**config.mk**
```make
export PLATFORM = sky130hd
export DESIGN_NAME = booth_multiplier
export DESIGN_NICKNAME = d
export VERILOG_FILES = /design/src/rtl/mul_pkg.sv /design/src/rtl/booth_step.sv /design/src/rtl/booth_multiplier.sv
export SDC_FILE = /design/constraint.sdc
export NUM_CORES = 1
export LEC_CHECK = 0
export ABC_AREA = 1
export CAP_MARGIN = 15
export CORE_MARGIN = 4
export CORE_UTILIZATION = 61
export DETAILED_ROUTE_END_ITERATION = 7
export DONT_BUFFER_PORTS = 1
export MAX_ROUTING_LAYER = met4
export PLACE_DENSITY = 0.75
export SLEW_MARGIN = 20
export SYNTH_ARGS = -nofsm -noshare
export SYNTH_HDL_FRONTEND = slang
export SYNTH_SLANG_ARGS = --single-unit
```
**constraint.sdc**
```tcl
create_clock -name clk -period 2.21 [get_ports clk]
set_input_delay 0.1105 -clock clk [delete_from_list [all_inputs] [get_ports clk]]
set_output_delay 0.1105 -clock clk [all_outputs]
set_load 0.01 [all_outputs]
```
**src/rtl/mul_pkg.sv**
```systemverilog
// Shared types and constants for the sequential arithmetic blocks (multiplier and divider).
package mul_pkg;

    localparam int MUL_WIDTH = 4;

    typedef enum logic [1:0] {
        IDLE = 2'd0,
        CALC = 2'd1,
        DONE = 2'd2
    } state_t;

    localparam logic [1:0] BOOTH_ADD = 2'b01;
    localparam logic [1:0] BOOTH_SUB = 2'b10;

endpackage

```
**src/rtl/booth_step.sv**
```systemverilog
// One radix-2 Booth iteration: conditional add/sub of M into A, then arithmetic shift of {A,Q,q_1}.
// Purely combinational: zero latency, no flow control.
module booth_step
    import mul_pkg::*;
#(
    parameter int N = MUL_WIDTH
) (
    input  logic [N:0]   a,
    input  logic [N:0]   m,
    input  logic [N-1:0] q,
    input  logic         q_1,
    output logic [N:0]   a_nxt,
    output logic [N-1:0] q_nxt,
    output logic         q_1_nxt
);

    logic [N:0] sum;

    always_comb begin
        sum = a;
        case ({q[0], q_1})
            BOOTH_ADD: sum = a + m;
            BOOTH_SUB: sum = a - m;
            default:   sum = a;
        endcase
    end

    assign a_nxt   = {sum[N], sum[N:1]};
    assign q_nxt   = {sum[0], q[N-1:1]};
    assign q_1_nxt = q[0];

endmodule

```
**src/rtl/booth_multiplier.sv**
```systemverilog
// Sequential signed Booth multiplier: N+2 cycles start-to-done (2 with BOOTH_ZERO_SKIP_EN on a zero operand).
// No queueing: start is only sampled in IDLE and ignored while busy or during the done cycle.
module booth_multiplier
    import mul_pkg::*;
#(
    parameter int N = MUL_WIDTH
) (
    input  logic           clk,
    input  logic           rst,
    input  logic           start,
    input  logic [N-1:0]   mc_in,
    input  logic [N-1:0]   mp_in,
    output logic [2*N-1:0] product,
    output logic           busy,
    output logic           done
);

    localparam int CW = $clog2(N + 1);

    state_t        state;
    logic [N:0]    a;
    logic [N:0]    m;
    logic [N-1:0]  q;
    logic          q_1;
    logic [CW-1:0] cnt;

    logic [N:0]    a_nxt;
    logic [N-1:0]  q_nxt;
    logic          q_1_nxt;
    logic          skip;

`ifdef BOOTH_ZERO_SKIP_EN
    assign skip = (mc_in == '0) || (mp_in == '0);
`else
    assign skip = 1'b0;
`endif

    booth_step #(.N(N)) u_step (
        .a       (a),
        .m       (m),
        .q       (q),
        .q_1     (q_1),
        .a_nxt   (a_nxt),
        .q_nxt   (q_nxt),
        .q_1_nxt (q_1_nxt)
    );

    always_ff @(posedge clk) begin
        if (rst) begin
            state   <= IDLE;
            a       <= '0;
            m       <= '0;
            q       <= '0;
            q_1     <= 1'b0;
            cnt     <= '0;
            product <= '0;
            busy    <= 1'b0;
            done    <= 1'b0;
        end else begin
            case (state)
                IDLE: begin
                    done <= 1'b0;
                    if (start) begin
                        // A is one bit wider than the operand so A-M cannot overflow for M = -2^(N-1)
                        m     <= {mc_in[N-1], mc_in};
                        a     <= '0;
                        q     <= skip ? '0 : mp_in;
                        q_1   <= 1'b0;
                        cnt   <= CW'(N);
                        busy  <= 1'b1;
                        state <= skip ? DONE : CALC;
                    end
                end
                CALC: begin
                    a   <= a_nxt;
                    q   <= q_nxt;
                    q_1 <= q_1_nxt;
                    cnt <= cnt - CW'(1);
                    if (cnt == CW'(1)) begin
                        state <= DONE;
                    end
                end
                DONE: begin
                    product <= {a[N-1:0], q};
                    done    <= 1'b1;
                    busy    <= 1'b0;
                    state   <= IDLE;
                end
                default: state <= IDLE;
            endcase
        end
    end

endmodule

```
# Word-level counts from Yosys, hierarchy flattened
# Cells that the tools add are included.
[totals] regBits=29 wordCells=41 output_inout_bits=10 input_bits=11
[classes] reduce_logical=7 mux=15 add_sub_neg=3 eq_ne=7
[op_table] op="5-bit case mux with 2 select lines" n=2
[op_table] op="4-bit case mux with 2 select lines" n=1
[op_table] op="2-bit AND reduction" n=4
[op_table] op="1-bit case mux with 2 select lines" n=3
[op_table] op="3-bit case mux with 2 select lines" n=1
[op_table] op="5-bit adder" n=1
[op_table] op="5-bit 2-to-1 mux" n=1
[op_table] op="5-bit subtractor" n=1
[op_table] op="2-bit by 1-bit == test with 1-bit output, second input constant" n=2
[op_table] op="2-bit == test, second input constant" n=2
[op_table] op="2-bit 2-to-1 mux" n=2
[op_table] op="4-bit 2-to-1 mux" n=1
[op_table] op="2-bit inequality test, second input constant" n=2
[op_table] op="2-bit case mux with 2 select lines" n=1
[op_table] op="2-bit nonzero test" n=2
[op_table] op="3-bit by 1-bit == test with 1-bit output, second input constant" n=1
[op_table] op="3-bit 2-to-1 mux" n=1
[op_table] op="3-bit by 1-bit subtractor with 3-bit output, second input constant" n=1
[op_table] op="2-bit logical NOT" n=1
[op_table] op="1-bit 2-to-1 mux" n=2

# Longest topological paths before layout
# Gate-level depths: netlist of run 1.
[logic_depth] ltp_word=3 mapped_depth=13 ltp_nobuf=13

# Hierarchy
# From an unflattened synthesis of run 1, not the netlist that was laid out.
[unflattened] hier_cells=223 area_unflattened_um2=1557.7
[by_module_without_submodules] mod="booth_multiplier" cells_each=156 seq_area_each_um2=580.6 n_inst=1 area_per_inst_um2=1182.4
[by_module_without_submodules] mod="booth_step" cells_each=67 seq_area_each_um2=0.0 n_inst=1 area_per_inst_um2=375.4

# Worst setup path after synthesis of run 1
# Ideal clock, no wire load.
[synth_path] path_type="register to register" start="register m[0]" end="register a[2]" path_buffers=0 setup_ns=0.119 stages_incl_launch_ff=12 arrival_ns=1.754 setup_slack_ns=0.337 required_ns=2.091 period_less_slack_ns=1.873 cell_sequence="dfxtp_1 inv_1 ha_1 inv_1 o21ai_0 inv_1 ha_1 nand2_1 o21ai_0 or2_2 nand3_1 a21oi_1"
[synth_between] elab_chain_cells=3 elab_cells_between_ends=4 cone_classes="add/sub: 2; mux: 2"
[synth_lines] element="start, declared" line_no="booth_multiplier.sv:22" source="logic [N:0] m;"
[synth_lines] element="start signal, assigned" line_no="booth_multiplier.sv:65" source="m <= {mc_in[N-1], mc_in};"
[synth_lines] element="5-bit subtractor / 5-bit adder (equally long branches)" line_no="booth_step.sv:23, booth_step.sv:22"
[synth_lines] element="5-bit case mux with 2 select lines *" line_no="booth_step.sv:21" source="case ({q[0], q_1})"
[synth_lines] element="5-bit case mux with 2 select lines *" line_no="booth_multiplier.sv:60" source="case (state)"
[synth_lines] element="end signal, assigned" line_no="booth_multiplier.sv:75" source="a <= a_nxt;"
[synth_lines] element="end, declared" line_no="booth_multiplier.sv:21" source="logic [N:0] a;"
# Every way passes the cells marked *; elsewhere a longest branch is shown, timed or not.
# A chain may end at the register's enable or synchronous reset.

# Worst setup path after layout of run 1
[layout_path] start="register q_1" end="register a[3]"
[layout_between] elab_chain_cells=3 elab_cells_between_ends=4 cone_classes="eq/ne: 2; mux: 2"
[layout_lines] element="start, declared" line_no="booth_multiplier.sv:24" source="logic q_1;"
[layout_lines] element="start signal, assigned" line_no="booth_multiplier.sv:77" source="q_1 <= q_1_nxt;"
[layout_lines] element="2-bit == test / 2-bit by 1-bit == test with 1-bit output (equally long branches)" line_no="booth_step.sv:21"
[layout_lines] element="5-bit case mux with 2 select lines *" line_no="booth_step.sv:21"
[layout_lines] element="5-bit case mux with 2 select lines *" line_no="booth_multiplier.sv:60"
# Marks and branches as above.

==> results of run 1 <==
-- worst min path at each step --
| stage | startpoint | to | slack, ns | cells after the start |
|---|---|---|---|---|
| final | mc_in[0] | m[0] | 0.02 | 2 |
| after global routing | mc_in[0] | m[0] | 0.009 | 2 |
| after CTS | mc_in[0] | m[0] | 0.02 | 2 |
| after detailed placement | rst | a[0] | 0.18 | 1 |
| after global placement | rst | state[0] | 0.18 | 1 |
| after floorplan | mc_in[3] | m[3] | 0.27 | 2 |
-- sequential cells by signal (all words and copies together) (netlist names) --
name and cells:
q_1 1, m 4, state 2, a 4
done 1, q 4, cnt 3, busy 1
product 8
-- cells by family (layout without fill, tap and decap cells) --
kind of cell | Yosys count | after routing | share of synthesized area
and+or+nand+nor | 45 | 45 | 0.160
adders and majority gates | 9 | 9 | 0.0853
AOI/OAI and AO/OA | 60 | 60 | 0.223
xor gates and xnor gates | 3 | 3 | 0.0187
DFF | 28 | 28 | 0.398
buffers and inverters | 35 | 39 | 0.115
-- routing by layer --
metal  track usage  vias to the layer above  wire length, um
li1              -                      606                -
met1         0.234                      575             1250
met2         0.334                       27             1550
met3        0.0209                       12               79
met4        0.0949                        0              116
met5             -                        -                0
-- power by group --
part / switching, W / internal [W]
Clock: 0.000149 / 0.000101
Sequential: 0.0000280 / 0.000540
Combinational: 0.000186 / 0.000128
-- cell usage in the layout, fill, tap and decap left out --
cell,Yosys,final
or2_2,1,1
nand3_1,7,7
nor2_1,9,9
nand2_1,20,20
ha_1,8,8
clkbuf_8,0,1
xnor2_1,2,2
clkbuf_4,1,3
inv_1,26,26
fa_1,1,1
o21ai_0,21,19
a31oi_1,1,1
dlygate4sd3_1,0,4
xor2_1,1,1
inv_2,2,2
nor3_2,2,2
nand3_2,1,1
a21oi_1,27,27
nand2_4,2,2
nor3_1,1,1
o21ai_1,7,9
nor2_4,1,1
dfxtp_1,28,28
a22oi_1,2,2
buf_4,1,2
nor2_2,1,1
o32ai_1,2,2
clkinv_4,1,1
-- area by class of cell --
| cell class | count | area [um^2] | share of cell area |
|---|---|---|---|
| repair buffers | 6 | 55.1 | 0.0370 |
| clock buffers | 4 | 36.3 | 0.0244 |
| multi-input cells | 117 | 686 | 0.461 |
| flip-flops and latches | 28 | 561 | 0.377 |
| inverters | 29 | 114 | 0.0766 |
| well taps | 28 | 35.0 | 0.0236 |
-- worst max-delay path: cells and delay by family (launching register included) --
family                     cells  cell delay, ns
adders and majority gates      2            0.61
AOI/OAI and AO/OA              3            0.38
DFF                            1            0.33
and+or+nand+nor                4            0.31
xor gates and xnor gates       1            0.17
buffers and inverters          2            0.11
-- what timing repair did --
action,in CTS,in global routing
gates resized for setup,0,2
hold endpoints to repair,10,0
hold buffers,4,0
buffers inserted,0,2
setup endpoints to repair,0,1
-- cell usage after synthesis, drive strengths merged --
master  number  area share
buf          5       0.028
nand3        8       0.032
nor2        11       0.036
clkinv       1      0.0062
nor3         3       0.018
nand2       22       0.069
inv         28       0.075
dfxtp       28        0.40
or2          1      0.0044
clkbuf       1      0.0053
ha           8       0.071
a22oi        2       0.011
xor2         1      0.0062
o21ai       28        0.10
xnor2        2       0.012
a21oi       27       0.096
o32ai        2       0.012
a31oi        1      0.0044
fa           1       0.014
-- through the flow --
step	hold slack, ns	utilization	setup WS (ns)	instances
floorplan	0.273	-	0.337	180
global placement	0.182	0.631	0.285	202
detailed placement	0.185	0.631	0.186	202
CTS	0.0154	0.665	0.164	210
global route	0.00878	0.672	0.0190	212
finish	0.0191	0.672	0.194	212
==> impl_metrics.env, run 1 <==
export IMPL_grt_antenna_before_repair=0
export IMPL_globalRoute_totalOverflow=0
export IMPL_cts_sink_count=28
export IMPL_total_power_w=0.00113
export IMPL_ys_seq_area_frac=0.398
export IMPL_wl_um=2990
export IMPL_r2r_end="a[3]"
export IMPL_hp_class="input pin to flip-flop"
export IMPL_viasPerCell=5.75
export IMPL_tritoncts="yes"
export IMPL_hold_violations=0
export IMPL_fin_area_um2=1490
export IMPL_antenna_left=0
export IMPL_insertion_delay_ns=0.33
export IMPL_core_um2=2210
export IMPL_worstReg2RegStart="q_1"
export IMPL_arrival_ns=2.24
export IMPL_die_h_um=56.0
export IMPL_place_port_buffers=0
export IMPL_areaGrowthSynthToFinish_pct=5.60
export IMPL_critPathRequiredTime_ns=2.43
export IMPL_grt_pass1_vias=1117
export IMPL_drv_slew=0
export IMPL_place_area_um2=1400
export IMPL_start_util=0.636
export IMPL_layout_worst_path_cycle_share=0.912
export IMPL_critPathKind="flip-flop to flip-flop"
export IMPL_htreeDepth=1
export IMPL_rsz0062_at_grt="no"
export IMPL_clock_path_buffers=2
export IMPL_crit_path_max_fanout=7
export IMPL_crit_end="a[3]"
export IMPL_slew_headroom=0.622
export IMPL_ctsRootBufferMaster="clkbuf_4"
export IMPL_avgRoutedWirePerCell_um=14.1
export IMPL_dieWidth_um=56.0
export IMPL_vias=1220
export IMPL_yosys_warnings=0
export IMPL_fin_nets=205
export IMPL_p_leak_nw=0.630
export IMPL_synth_cells=180
export IMPL_finalWeightedCongestion=0.901
export IMPL_fmaxAchievable_mhz=496
export IMPL_first_pass_iters=4
export IMPL_row_count=17
export IMPL_vdd_drop_max_uv=640
export IMPL_cts_clk_slew_worst_paths_ns=0.14
export IMPL_ios=21
export IMPL_ys_ff_latch=28
export IMPL_powerDensity_nw_per_um2=762
export IMPL_skew_ns=0.00322
export IMPL_avgSynthCellArea_um2=7.82
export IMPL_drt_initial_drc_count=39
export IMPL_startpoint="q_1"
export IMPL_max_cap_violations=0
export IMPL_nFillCells=192
export IMPL_tightest_slew_ns=0.566
export IMPL_cts_buffers_inserted=3
export IMPL_reg2reg_slack_ns=0.19
export IMPL_dpl_hpwl_um=2120
export IMPL_dieArea_um2=3140
export IMPL_reg2reg_depth=12
export IMPL_drive_gt1_frac=0.0924
export IMPL_finalCriticalPeriod_ns=2.02
export IMPL_track_usage=0.198
export IMPL_cp_end_kind="flip-flop"
export IMPL_grt_max_degree=22
export IMPL_crit_path_max_incr_delay_ns=0.33
export IMPL_path_cells="inv_1, ha_1, a31oi_1, xor2_1, inv_1, ha_1, nand2_1, nand2_1, a21oi_1, nand3_1, nand3_1, a21oi_1"
export IMPL_finalSetupViolCount=0
export IMPL_antenna_cells=0
export IMPL_cp_start_kind="flip-flop"
export IMPL_synth_cell_types=28
export IMPL_outcome="complete, no violations"
export IMPL_critPathSlowestCell="dfxtp_1"
export IMPL_syn_area_um2=1410
export IMPL_syn_nets=200
export IMPL_grt_pass1_wl_um=4900
export IMPL_fin_setup_tns_ns=0
export IMPL_drcViolationCount=0
Note: power is estimated with default switching activity, not from simulation.
==> run 2: changes to the inputs <==
==> constraint.sdc (replaced) <==
create_clock -name clk -period 2.21 [get_ports clk]
set_input_delay 0.442 -clock clk [delete_from_list [all_inputs] [get_ports clk]]
set_output_delay 0.442 -clock clk [all_outputs]
set_load 0.01 [all_outputs]
==> run 2 against run 1 <==
Clock-buffer cell count is the same. Flip-flop and latch count is the same. Cell count shrank 1.9%. Non-clock buffer count shrank 4. Cell area shrank 2.7%. Sequential share of layout area grew 1.0 points. Highest routed layer unchanged. Critical path type unchanged. Register-to-register slack is essentially flat. Wire length shrank 5.3%. Fmax grew 0.68%.
==> impl_metrics.env, run 2 (synthesized netlist as in run 1, its figures left out) <==
export IMPL_drt_initial_drc_count=31
export IMPL_worstReg2RegStart="q_1"
export IMPL_grt_max_degree=22
export IMPL_drv_slew=0
export IMPL_rsz0062_at_grt="no"
export IMPL_fin_setup_tns_ns=0
export IMPL_largest_register="product"
export IMPL_cts_buffers_inserted=3
export IMPL_drcViolationCount=0
export IMPL_startpoint="q_1"
export IMPL_finalCriticalPeriod_ns=2.00
export IMPL_avgRoutedWirePerCell_um=13.6
export IMPL_hold_violations=0
export IMPL_grt_antenna_before_repair=0
export IMPL_core_um2=2210
export IMPL_die_h_um=56.0
export IMPL_antenna_cells=0
export IMPL_tightest_slew_ns=0.554
export IMPL_slew_headroom=0.630
export IMPL_antenna_left=0
export IMPL_track_usage=0.189
export IMPL_arrival_ns=2.28
export IMPL_reg2reg_depth=13
export IMPL_ctsRootBufferMaster="clkbuf_4"
export IMPL_globalRoute_totalOverflow=0
export IMPL_ios=21
export IMPL_fin_nets=201
export IMPL_outcome="complete, no violations"
export IMPL_total_power_w=0.00112
export IMPL_min_to="a[0]"
export IMPL_areaGrowthSynthToFinish_pct=2.76
export IMPL_critPathKind="flip-flop to flip-flop"
export IMPL_drive_gt1_frac=0.0944
export IMPL_wl_um=2830
export IMPL_p_leak_nw=0.614
export IMPL_viasPerCell=5.56
export IMPL_vias=1157
export IMPL_layout_worst_path_cycle_share=0.906
export IMPL_finalWeightedCongestion=0.901
export IMPL_vdd_drop_max_uv=590
export IMPL_max_cap_violations=0
export IMPL_cts_hold_buf=0
export IMPL_cp_end_kind="flip-flop"
export IMPL_htreeDepth=1
export IMPL_worst_slack_ns=0.207
export IMPL_most_common_layout_cells="28 x dfxtp_1, 27 x a21oi_1, 26 x inv_1"
export IMPL_tritoncts="yes"
export IMPL_cts_sink_count=28
export IMPL_preCtsSetupSlack_ns=0.186
export IMPL_final_common_cell="dfxtp_1"
export IMPL_finalSetupViolCount=0
export IMPL_fmaxAchievable_mhz=499
export IMPL_reg2reg_slack_ns=0.21
export IMPL_dieArea_um2=3140
export IMPL_first_pass_iters=4
export IMPL_cts_clk_slew_worst_paths_ns=0.14
export IMPL_row_count=17
export IMPL_clock_path_buffers=2
export IMPL_crit_path_max_incr_delay_ns=0.33
export IMPL_crit_path_max_fanout=7
export IMPL_r2r_end="a[3]"
export IMPL_grt_pass1_wl_um=4730
export IMPL_skew_ns=0.00256
export IMPL_critPathSlowestCell="dfxtp_1"
export IMPL_whs_path_depth=1
export IMPL_place_port_buffers=0
export IMPL_hp_class="input pin to flip-flop"
export IMPL_insertion_delay_ns=0.33
export IMPL_dpl_hpwl_um=2120
export IMPL_dieWidth_um=56.0
export IMPL_grt_pass1_vias=1123
export IMPL_cp_start_kind="flip-flop"
export IMPL_holdCritStartpoint="rst"
export IMPL_largest_register_ffs=8
export IMPL_powerDensity_nw_per_um2=776
export IMPL_start_util=0.636
export IMPL_critPathRequiredTime_ns=2.48
export IMPL_path_cells="inv_1, ha_1, a31oi_1, xor2_1, inv_1, ha_1, nand2_1, inv_1, nand2_1, nand3_1, nand3_1, nand3_1, a21oi_1"
==> run 2: what timing repair did <==
item                                    in CTS  in global routing
gates resized for setup                      0                  2
endpoints found under the setup margin       0                  1
setup buffers                                0                  2
==> run 2: layout make-up <==
| type | instances | area [um^2] |
|---|---|---|
| clock buffers | 4 | 36.3 |
| fillers | 199 | 766 |
| inverters | 29 | 114 |
| multi-input cells | 117 | 686 |
| flip-flops and latches | 28 | 561 |
| well taps | 28 | 35.0 |
| repair buffers | 2 | 15.0 |
==> run 2: layer usage <==
metal  part of all wire  vias to the layer above  wire length (um)  track usage
li1                   -                      594                 -            -
met1               0.45                      543              1280        0.222
met2               0.51                       14              1450        0.324
met3              0.019                        6                54       0.0232
met4              0.019                        0                55       0.0814
met5                  0                        -                 0            -
==> run 2: per-stage QoR <==
step / instances / area [um^2] / hold slack, ns / util
after floorplan: 180 / 1410 / 0.440 / -
after global placement: 202 / 1400 / 0.461 / 0.631
after detailed placement: 202 / 1400 / 0.467 / 0.631
after CTS: 206 / 1430 / 0.143 / 0.647
after global routing: 208 / 1450 / 0.132 / 0.654
final: 208 / 1450 / 0.154 / 0.654
==> run 2: how the worst max path moves through the flow <==
stage,to,slack (ns),depth (start not counted)
global route,a[2],0.02,11
CTS,a[2],0.16,11
global placement,a[3],0.29,12
finish,a[3],0.21,13
floorplan,a[2],0.34,11
detailed placement,a[2],0.19,11
==> run 2: report_power, final <==
group          leakage [nW]  switching [W]  internal (W)
registers             0.229      0.0000272      0.000540
clock network        0.0210       0.000150      0.000101
logic                 0.363       0.000181      0.000123
==> run 2: critical path, delay by kind of cell (launching register included) <==
family / cells / cell delay, ns
xor gates and xnor gates: 1 / 0.17
and+or+nand+nor: 5 / 0.34
DFF: 1 / 0.33
adders and majority gates: 2 / 0.60
buffers and inverters: 3 / 0.16
AOI/OAI and AO/OA: 2 / 0.35
